==> src/rtl/sram_ctrl.sv <==
// Single-port controller for the external asynchronous SRAM.
// Sequences CS/OE/WE and bus direction with programmable access timing.
module sram_ctrl #(
    parameter int ACCESS_CYCLES = 2,
    parameter int TURN_CYCLES   = 1
) (
    input  logic        clk,
    input  logic        rst_n,
    input  logic        req_valid,
    output logic        req_ready,
    input  logic        req_we,
    input  logic [18:0] req_addr,
    input  logic [15:0] req_wdata,
    output logic        rsp_valid,
    output logic [15:0] rsp_rdata,
    output logic [18:0] sram_adr,
    output logic [15:0] sram_dat_o,
    input  logic [15:0] sram_dat_i,
    output logic        sram_dat_oe,
    output logic        sram_cs_n,
    output logic        sram_oe_n,
    output logic        sram_we_n
);

    typedef enum logic [2:0] {
        S_IDLE,
        S_RD,
        S_WR_SETUP,
        S_WR_PULSE,
        S_WR_HOLD,
        S_TURN
    } state_t;

    localparam logic [3:0] LP_ACC  = 4'(ACCESS_CYCLES - 1);
    localparam logic [3:0] LP_TURN = 4'(TURN_CYCLES - 1);

    state_t      r_state;
    state_t      w_nxt_state;
    logic [3:0]  r_cnt;
    logic [3:0]  w_nxt_cnt;
    logic        w_accept;
    logic        w_rd_done;

    logic        w_cs_n;
    logic        w_oe_n;
    logic        w_we_n;
    logic        w_dat_oe;

    logic        r_cs_n;
    logic        r_oe_n;
    logic        r_we_n;
    logic        r_dat_oe;
    logic [18:0] r_adr;
    logic [15:0] r_dat_o;
    logic        r_rsp_valid;
    logic [15:0] r_rsp_rdata;

    assign w_accept = (r_state == S_IDLE) && req_valid;

    always_comb begin
        w_nxt_state = r_state;
        w_nxt_cnt   = r_cnt;
        w_rd_done   = 1'b0;
        unique case (r_state)
            S_IDLE: begin
                if (req_valid) begin
                    if (req_we) begin
                        w_nxt_state = S_WR_SETUP;
                        w_nxt_cnt   = 4'd0;
                    end else begin
                        w_nxt_state = S_RD;
                        w_nxt_cnt   = LP_ACC;
                    end
                end
            end
            S_RD: begin
                if (r_cnt == 4'd0) begin
                    w_rd_done = 1'b1;
                    if (TURN_CYCLES > 0) begin
                        w_nxt_state = S_TURN;
                        w_nxt_cnt   = LP_TURN;
                    end else begin
                        w_nxt_state = S_IDLE;
                    end
                end else begin
                    w_nxt_cnt = r_cnt - 4'd1;
                end
            end
            S_WR_SETUP: begin
                w_nxt_state = S_WR_PULSE;
                w_nxt_cnt   = LP_ACC;
            end
            S_WR_PULSE: begin
                if (r_cnt == 4'd0) begin
                    w_nxt_state = S_WR_HOLD;
                end else begin
                    w_nxt_cnt = r_cnt - 4'd1;
                end
            end
            S_WR_HOLD: begin
                w_nxt_state = S_IDLE;
            end
            S_TURN: begin
                if (r_cnt == 4'd0) begin
                    w_nxt_state = S_IDLE;
                end else begin
                    w_nxt_cnt = r_cnt - 4'd1;
                end
            end
            default: begin
                w_nxt_state = S_IDLE;
                w_nxt_cnt   = 4'd0;
            end
        endcase
    end

    // Strobes decoded from the next state so they register glitch-free.
    always_comb begin
        w_cs_n   = 1'b1;
        w_oe_n   = 1'b1;
        w_we_n   = 1'b1;
        w_dat_oe = 1'b0;
        unique case (w_nxt_state)
            S_RD: begin
                w_cs_n = 1'b0;
                w_oe_n = 1'b0;
            end
            S_WR_SETUP, S_WR_HOLD: begin
                w_cs_n   = 1'b0;
                w_dat_oe = 1'b1;
            end
            S_WR_PULSE: begin
                w_cs_n   = 1'b0;
                w_we_n   = 1'b0;
                w_dat_oe = 1'b1;
            end
            default: begin
                w_cs_n = 1'b1;
            end
        endcase
    end

    always_ff @(posedge clk or negedge rst_n) begin
        if (!rst_n) begin
            r_state     <= S_IDLE;
            r_cnt       <= 4'd0;
            r_cs_n      <= 1'b1;
            r_oe_n      <= 1'b1;
            r_we_n      <= 1'b1;
            r_dat_oe    <= 1'b0;
            r_adr       <= 19'd0;
            r_dat_o     <= 16'd0;
            r_rsp_valid <= 1'b0;
            r_rsp_rdata <= 16'd0;
        end else begin
            r_state     <= w_nxt_state;
            r_cnt       <= w_nxt_cnt;
            r_cs_n      <= w_cs_n;
            r_oe_n      <= w_oe_n;
            r_we_n      <= w_we_n;
            r_dat_oe    <= w_dat_oe;
            r_rsp_valid <= w_rd_done;
            if (w_accept) begin
                r_adr <= req_addr;
            end
            if (w_accept && req_we) begin
                r_dat_o <= req_wdata;
            end
            if (w_rd_done) begin
                r_rsp_rdata <= sram_dat_i;
            end
        end
    end

    assign req_ready   = (r_state == S_IDLE);
    assign rsp_valid   = r_rsp_valid;
    assign rsp_rdata   = r_rsp_rdata;
    assign sram_adr    = r_adr;
    assign sram_dat_o  = r_dat_o;
    assign sram_dat_oe = r_dat_oe;
    assign sram_cs_n   = r_cs_n;
    assign sram_oe_n   = r_oe_n;
    assign sram_we_n   = r_we_n;

endmodule

==> config.mk <==
export PLATFORM = sky130hd
export DESIGN_NAME = sram_ctrl
export DESIGN_NICKNAME = d
export VERILOG_FILES = /design/src/rtl/sram_ctrl.sv
export SDC_FILE = /design/constraint.sdc
export NUM_CORES = 1
export LEC_CHECK = 0
export ABC_CLOCK_PERIOD_IN_PS = 3400
export BUFFER_PORTS_ARGS = -buffer_cell sky130_fd_sc_hd__buf_2
export CELL_PAD_IN_SITES_DETAIL_PLACEMENT = 0
export CELL_PAD_IN_SITES_GLOBAL_PLACEMENT = 1
export CORE_UTILIZATION = 41
export CTS_BUF_LIST = sky130_fd_sc_hd__clkbuf_2 sky130_fd_sc_hd__clkbuf_4 sky130_fd_sc_hd__clkbuf_8
export CTS_CLUSTER_DIAMETER = 100
export DETAILED_ROUTE_END_ITERATION = 6
export HOLD_SLACK_MARGIN = 0.12
export PLACE_DENSITY = 0.89
export SLEW_MARGIN = 20
export SYNTH_ARGS = -nofsm -noshare
export SYNTH_HDL_FRONTEND = slang
export SYNTH_SLANG_ARGS = --single-unit
==> constraint.sdc <==
create_clock -name clk -period 3.4 [get_ports clk]
set_input_delay 0.34 -clock clk [delete_from_list [all_inputs] [get_ports clk]]
set_output_delay 0.34 -clock clk [all_outputs]
set_load 0.05 [all_outputs]
Word-level counts from Yosys, hierarchy flattened:

Cells that the tools add are included.
W data, S select, Z words.

* bitwise gates (word level): 1
* $add $sub $neg: 1
* multiplexer cells: 17
* equality and inequality tests: 11
* reduce and logical (&&, ||, !) cells: 8

Operator list (count)
* $pmux W4 S5: 1
* $pmux W3 S5: 1
* $eq A3 B2 Y1 const B: 4
* $mux W3: 4
* $mux W4: 3
* $eq A3 B3 Y1 const B: 3
* $mux W1: 7
* $eq A3 B1 Y1 const B: 2
* $logic_not A4 Y1: 1
* $ne A2 B2 Y1 const B: 2
* $reduce_or A4 Y1: 1
* $sub A4 B1 Y4 const B: 1
* $logic_not A3 Y1: 1
* $reduce_and A3 Y1: 1
* $reduce_or A3 Y1: 1
* $logic_and A1 B1 Y1: 2
* $mux W2: 1
* $reduce_or A2 Y1: 1
* $not A1 Y1: 1

* logic and storage cells: 48
* register bits after elaboration: 63
* bits of input ports: 55

Depth between registers and ports, before layout:

Gate-level depths: netlist of run 1.

* depth after elaboration: 6
* mapped depth: 7

Least setup slack after synthesis of run 1:

No wires, ideal clock.

* path kind: flip-flop to output port
* start point: register r_state[2]
* end point: output req_ready
* data required time: 3060 ps
* buffers on the path: 1
* arrival time: 1686 ps
* path slack: 1374 ps
* stages on the path, launching flop included: 3
* cells stage by stage: dfrtp_1 -> buf_2 -> nor3_1

* cells in the longest elaborated chain, start to end: 1

RTL lines
* start: declaration: RTL line 37 `state_t r_state;`
* start signal: assignment: RTL line 156 `r_state <= w_nxt_state;`
* $logic_not A3 Y1: RTL line 175 `assign req_ready = (r_state == S_IDLE);`
* end: declaration: RTL line 10 `output logic req_ready,`

No other way between the ends.

Worst setup path after layout of run 1:

* start point: register r_cnt[0]
* end point: register r_rsp_rdata[6] (netlist: rsp_rdata[6])

* cells in the longest elaborated chain, start to end: 3

RTL lines
* start: declaration: RTL line 39 `logic [3:0] r_cnt;`
* start signal: assignment: RTL line 157 `r_cnt <= w_nxt_cnt;`
* $logic_not A4 Y1: RTL line 77 `if (r_cnt == 4'd0) begin`
* $mux W1: RTL line 77
* $mux W1: RTL line 64 `unique case (r_state)`
* end signal: assignment: RTL line 170 `r_rsp_rdata <= sram_dat_i;`
* end: declaration: RTL line 56 `logic [15:0] r_rsp_rdata;`

No other way between the ends.
A chain may end at the register's enable or synchronous reset.

==> flow_summary_export.csv, run 1 <==
group,metric,value,unit
cts,worstSkewPairLatency,0.32,ns
worst_hold_path,hp-class,"in -> reg",
cts,clockBufferDepth,2,
finish,regArea,1580,sq um
die,num_rows,28,
critical_path,arrival,2.30,ns
global_route,grt_pass1_wl,8.43,mm
synth,synth_edf_count,0,
cts,clockRootBuffer,"clkbuf_8",
global_route,overflow,0,
synth,yosys.area_share.simple,6.94,%
critical_path,regToRegEndpoint,"rsp_rdata[6]",
routing,wire_per_inst,14.3,um
routing,first_pass_iters,4,
sta,fmax,478,MHz
sta,rsz0062_at_grt,"no",
sta,fin_ws,1.31,ns
run_status,status,"completed",
routing,drc,0,
synth,synth_async_sr_flop_share,100,%
critical_path,required,3.60,ns
critical_path,path_class,"reg -> reg",
synth,ys_top_cells_by_area,"dfrtp_1, mux2_2, mux2_4, dfstp_2, nand4bb_4",
sta,finalHoldViolCount,0,
synth,synth-xor-area-share,0,%
routing,route.final.wire_length,5.29,mm
synth,synth_area_per_cell,15.2,sq um
synth,synth_warnings,0,
cts,clk_pin_slew_worst_paths,0.06,ns
cts,cts_tree,"built",
critical_path,worstSetupStartpointType,"flip-flop",
synth,synth.area.mux_share,23.9,%
routing,vias,1784,
sta,period_minus_slack,2.09,ns
synth,yosysMostFrequentCell,"dfrtp_1",
synth,synth_top_cell_by_area,"dfrtp_1",
cts,numClockSinks,63,
die,die-height,82.1,um
synth,ys_ff_latch,63,
sta,tightest_slew,0.845,ns
synth,synthTopCellsByCount,"dfrtp_1, mux2_2, mux2_4, nand2_1",
sta,slew_viol_final,0,
placement,gp_congestion,0.763,
global_route,antenna_found_initial,0,
critical_path,rrSetupSlack,1.31,ns
finish,area_growth,30.5,%
finish,multi_input_area,966,sq um
sta,holdWs,0.244,ns
flow_run,max_cap_viol_count,0,
die,core,6060,sq um
finish,fillers,535,
critical_path,r2r-start,"r_cnt[0]",
placement,dp_worst_setup_slack,1.28,ns
cts,cts_setup_buffers,0,
finish,drive_gt1_share,64.1,%
critical_path,cp-startpoint,"r_cnt[0]",
die,die_w,82.1,um
critical_path,crit_fanout,17,
routing,ant_nets,0,
global_route,grt_pass1_vias,1843,
synth,syn-num-nets,230,
critical_path,crit_end,"rsp_rdata[6]",
sta,max_slew_margin,43.6,%
synth,synth_fa_ha_area_share,0.951,%
synth,synth-main-ff-cell,"dfrtp_1",
synth,synth_top_area_share,57.1,%
synth,synth_top_family_by_area,"multiplexers",
synth,postSynthCellCount,173,
cts,cts_made_buffers,9,
cts,htree_levels,3,
synth,syn_area,2630,sq um
critical_path,endpoint_kind,"flip-flop",
global_route,track_usage,17.2,%
placement,dpl_cell_area,3230,sq um
finish,layout.nets,347,
finish,diodes,0,
global_route,grt_max_degree,51,
finish,final_area,3430,sq um
synth,synth_cell_type_count,34,
placement,io_buffers,111,
sta,finalSetupViolCount,0,
routing,drtIter0Drc,43,
synth,synth_seq_area_share,60.1,%
placement,dp_hpwl,3.89,mm
critical_path,worstRegToRegCells,5,
die,dieArea,6740,sq um
die,start_util,43.4,%
routing,via_per_inst,4.82,
sta,finalCritPeriodShare,61.6,%
sta,clock_skew,0.00443,ns
sta,fin_tns_setup,0,ns
synth,synth_compound_area_share,4.90,%
die,num_io_pins,112,
## cells in the final DEF (no fill, tap or decap), drive strengths merged, types with 2 or more instances in the layout
cell type and n:
nand2b 4, ha 2, mux2 52, dfrtp 60, buf 113, nor3 3, a21o 2, nand2 7
or2b 3, dfstp 3, nor2 2, inv 4, o22a 2, a21oi 3, nor3b 2, and2 2
o32ai 2, clkbuf 16, o21ai 2
## how the worst min path moves through the flow
stage	slack (ns)	cells after the start	end	start
floorplan	0.04	0	r_cnt[0]	rst_n
global placement	0.48	1	sram_dat_o[4]	sram_dat_o[4]
detailed placement	0.49	1	sram_dat_o[12]	sram_dat_o[12]
CTS	0.23	2	sram_dat_o[4]	req_wdata[4]
global route	0.22	2	sram_dat_o[4]	req_wdata[4]
finish	0.24	2	sram_dat_o[10]	req_wdata[10]
## metal layers
layer	track usage [%]	up-vias	share of wire, %	wire [um]
met2	29.8	77	49	2580
met4	9.47	0	3.3	172
li1	-	844	-	-
met1	18.6	848	41	2150
met3	5.38	15	7.4	389
met5	0	-	0	0
## timing repair
item                      in CTS  in global routing
hold endpoints to repair       0                 46
hold buffers                   0                  1
gates resized for setup        0                  0
## through the flow
stage	utilization [%]	instances
after floorplan	-	173
after global placement	53.2	353
after detailed placement	53.2	353
after CTS	56.4	369
after global routing	56.6	370
final	56.6	370
## final cells by class
cell class                      count  share of cell area (%)
Clock buffer                       16                    5.69
Inverter                            4                   0.437
Multi-Input combinational cell     98                    28.1
Sequential cell                    63                    46.0
Tap cell                           75                    2.73
Timing Repair Buffer              114                    17.0
## logic make-up after synthesis
logic type               after synthesis
buffers and inverters                 12
adder cells (fa/ha/maj)                2
flip-flops                            63
multiplexers                          53
AND/OR/NAND/NOR                       27
AO/OA/AOI/OAI                         16
## registers in the layout (all words and copies together), names as in the netlist
signal / flops
sram_oe_n: 1
r_cnt: 4
rsp_valid: 1
sram_dat_o: 16
sram_dat_oe: 1
rsp_rdata: 16
sram_adr: 19
sram_cs_n: 1
r_state: 3
sram_we_n: 1
## critical path, cell delays in order, from the launching register on
cell and delay (ns):
dfrtp_1 0.40, inv_1 0.09, ha_1 0.20, nand4bb_4 0.15
or3_1 0.69, mux2_4 0.43
Power of run 1 is left out: the tool's default activity adds up to more than one toggle a clock period on the data nets, which glitch-free logic cannot reach.
==> run 2, diff against run 1 <==
--- a/config.mk
+++ b/config.mk
@@ -5,16 +5,16 @@
 export SDC_FILE = /design/constraint.sdc
 export NUM_CORES = 1
 export LEC_CHECK = 0
-export ABC_CLOCK_PERIOD_IN_PS = 3400
+export ABC_CLOCK_PERIOD_IN_PS = 2050
 export BUFFER_PORTS_ARGS = -buffer_cell sky130_fd_sc_hd__buf_2
 export CELL_PAD_IN_SITES_DETAIL_PLACEMENT = 0
 export CELL_PAD_IN_SITES_GLOBAL_PLACEMENT = 1
-export CORE_UTILIZATION = 41
+export CORE_UTILIZATION = 39
 export CTS_BUF_LIST = sky130_fd_sc_hd__clkbuf_2 sky130_fd_sc_hd__clkbuf_4 sky130_fd_sc_hd__clkbuf_8
 export CTS_CLUSTER_DIAMETER = 100
 export DETAILED_ROUTE_END_ITERATION = 6
 export HOLD_SLACK_MARGIN = 0.12
-export PLACE_DENSITY = 0.89
+export PLACE_DENSITY = 0.86
 export SLEW_MARGIN = 20
 export SYNTH_ARGS = -nofsm -noshare
 export SYNTH_HDL_FRONTEND = slang
==> constraint.sdc (replaced) <==
create_clock -name clk -period 2.05 [get_ports clk]
set_input_delay 0.205 -clock clk [delete_from_list [all_inputs] [get_ports clk]]
set_output_delay 0.205 -clock clk [all_outputs]
set_load 0.05 [all_outputs]
==> run 2 against run 1 <==
  * The run now ends with design-rule violations left
  * Routed wire length up 12%
  * Critical path type unchanged
  * Largest cell class unchanged
  * Via count increased by 14%
  * Utilization is 4.9 points higher
==> flow_summary_export.csv, run 2 (synthesis gave the netlist of run 1 again) <==
group,metric,value,unit
finish,largest_register_ffs,19,
die,num_io_pins,112,
cts,clk_pin_slew_worst_paths,0.07,ns
critical_path,crit_chain,"inv_1 > ha_1 > or3b_4 > o31ai_4 > buf_4 > nor3b_1 > o22a_1",
routing,ant_nets,0,
finish,final_cell_mix,"buf_2, dfrtp_1, dlygate4sd3_1, mux2_2, clkbuf_8",
critical_path,path_class,"reg -> reg",
placement,dpl.cell_count,357,
finish,layout.nets,401,
cts,cts_made_buffers,9,
cts,cts_tree,"built",
sta,period_minus_slack,1.96,ns
die,dieArea,7080,sq um
placement,dp_hpwl,3.61,mm
sta,fmax,511,MHz
critical_path,worstSetupStartpointType,"flip-flop",
cts,post_cts_resized,0,
placement,dpl_cell_area,3260,sq um
routing,drtIter0Drc,69,
die,start_util,41.0,%
placement,io_buffers,111,
global_route,track_usage,18.3,%
placement,gp_congestion,0.838,
cts,numClockSinks,63,
finish,instances_no_fill,425,
sta,max_slew_margin,65.9,%
critical_path,crit_fanout,4,
run_status,status,"finished, violations left",
power_and_ir_drop,ir_drop,0.859,mV
routing,first_pass_iters,6,
finish,fillers,503,
critical_path,cp_slowest_cell,"or3b_4",
sta,tightest_slew,0.511,ns
critical_path,required,2.27,ns
critical_path,slowest_delay,0.43,ns
finish,drive_gt1_share,54.9,%
worst_hold_path,hp-class,"in -> reg",
sta,holdWs,0.169,ns
routing,vias,2025,
critical_path,endpoint_kind,"flip-flop",
routing,route.final.wire_length,5.92,mm
die,die-height,84.1,um
routing,drc,20,
cts,clockBufferDepth,2,
sta,clock_skew,0.00842,ns
die,core,6420,sq um
die,die_w,84.1,um
finish,layout_commonest_cell,"buf_2",
finish,final_area,3950,sq um
critical_path,arrival,2.17,ns
global_route,grt_pass1_vias,2203,
routing,via_per_inst,4.76,
run_status,violations,"design-rule violations",
global_route,antenna_found_initial,0,
sta,finalCritPeriodShare,95.4,%
power_and_ir_drop,p_per_area,1810,nW/um^2
sta,finalHoldViolCount,0,
global_route,grt_max_degree,26,
sta,slew_viol_final,0,
global_route,overflow,0,
die,num_rows,29,
finish,area_growth,50.2,%
flow_run,max_cap_viol_count,0,
power_and_ir_drop,power,7170,uW
cts,clockRootBuffer,"clkbuf_8",
sta,fin_tns_setup,0,ns
routing,wire_per_inst,13.9,um
sta,finalSetupViolCount,0,
power_and_ir_drop,p_leak,0.00197,uW
cts,worstSkewPairLatency,0.32,ns
finish,diodes,0,
cts,htree_levels,3,
global_route,grt_pass1_wl,10.1,mm
[run 2: changes by cell type in the layout (fill, tap and decap cells not counted)]
| cell | previous run | this run |
|---|---|---|
| clkbuf_8 | 12 | 10 |
| buf_4 | 3 | 4 |
| clkinvlp_4 | 0 | 1 |
| clkinv_2 | 0 | 3 |
| clkbuf_4 | 4 | 1 |
| buf_12 | 0 | 1 |
| dlygate4sd3_1 | 1 | 52 |
| buf_2 | 110 | 111 |
[run 2: worst paths after layout]
check	startpoint	to	slack [ns]	depth (start not counted)
hold / removal	req_valid	sram_cs_n	0.17	3
hold reg to reg	sram_dat_o[12]	sram_dat_o[12]	0.50	1
max in group asynchronous	rst_n	sram_oe_n	0.99	3
setup reg to reg	r_cnt[0]	r_cnt[3]	0.09	7
min in group asynchronous	rst_n	rsp_rdata[5]	0.38	2
setup / recovery	r_cnt[0]	r_cnt[3]	0.09	7
[run 2: final cells by class]
type	count	area [sq um]	share of cell area (%)
sequential	63	1580	40.0
timing repair buffer	168	1130	28.5
multi-input combinational	98	966	24.4
clock buffer	11	145	3.67
tap	77	96.3	2.44
clock inverter	4	22.5	0.570
inverter	4	15.0	0.380
[run 2: per-stage QoR]
stage	setup WS [ns]	utilization, %
CTS	0.0949	61.4
global route	-0.00362	61.5
detailed placement	0.113	50.7
finish	0.0940	61.5
floorplan	0.159	-
global placement	0.147	50.7
[run 2: what timing repair did]
item,4_1_cts,5_1_grt
endpoints found under the setup margin,0,1
hold endpoints to repair,72,0
buffers inserted,0,1
hold buffers,52,0
[run 2: critical path: cells and delay by family (launching register included)]
family                     cells  cell delay, ns
AOI/OAI and AO/OA              2            0.48
and+or+nand+nor                2            0.48
DFF                            1            0.41
buffers and inverters          2            0.27
adders and majority gates      1            0.21
[run 2: layer usage]
layer  routed length (um)  vias to the layer above  GRT usage, %
met3                  346                        9          5.11
met2                 3040                       73          32.7
li1                     -                      954             -
met1                 2440                      989          21.0
met4                   93                        0          6.58
met5                    0                        -             0
[run 2: report_power, final]
| group | leakage [uW] | switching (uW) | internal (uW) |
|---|---|---|---|
| sequential | 0.000750 | 360 | 1870 |
| clock | 0.0000884 | 454 | 472 |
| combinational | 0.00113 | 2720 | 1290 |
Power figures use the tool's default switching activity.
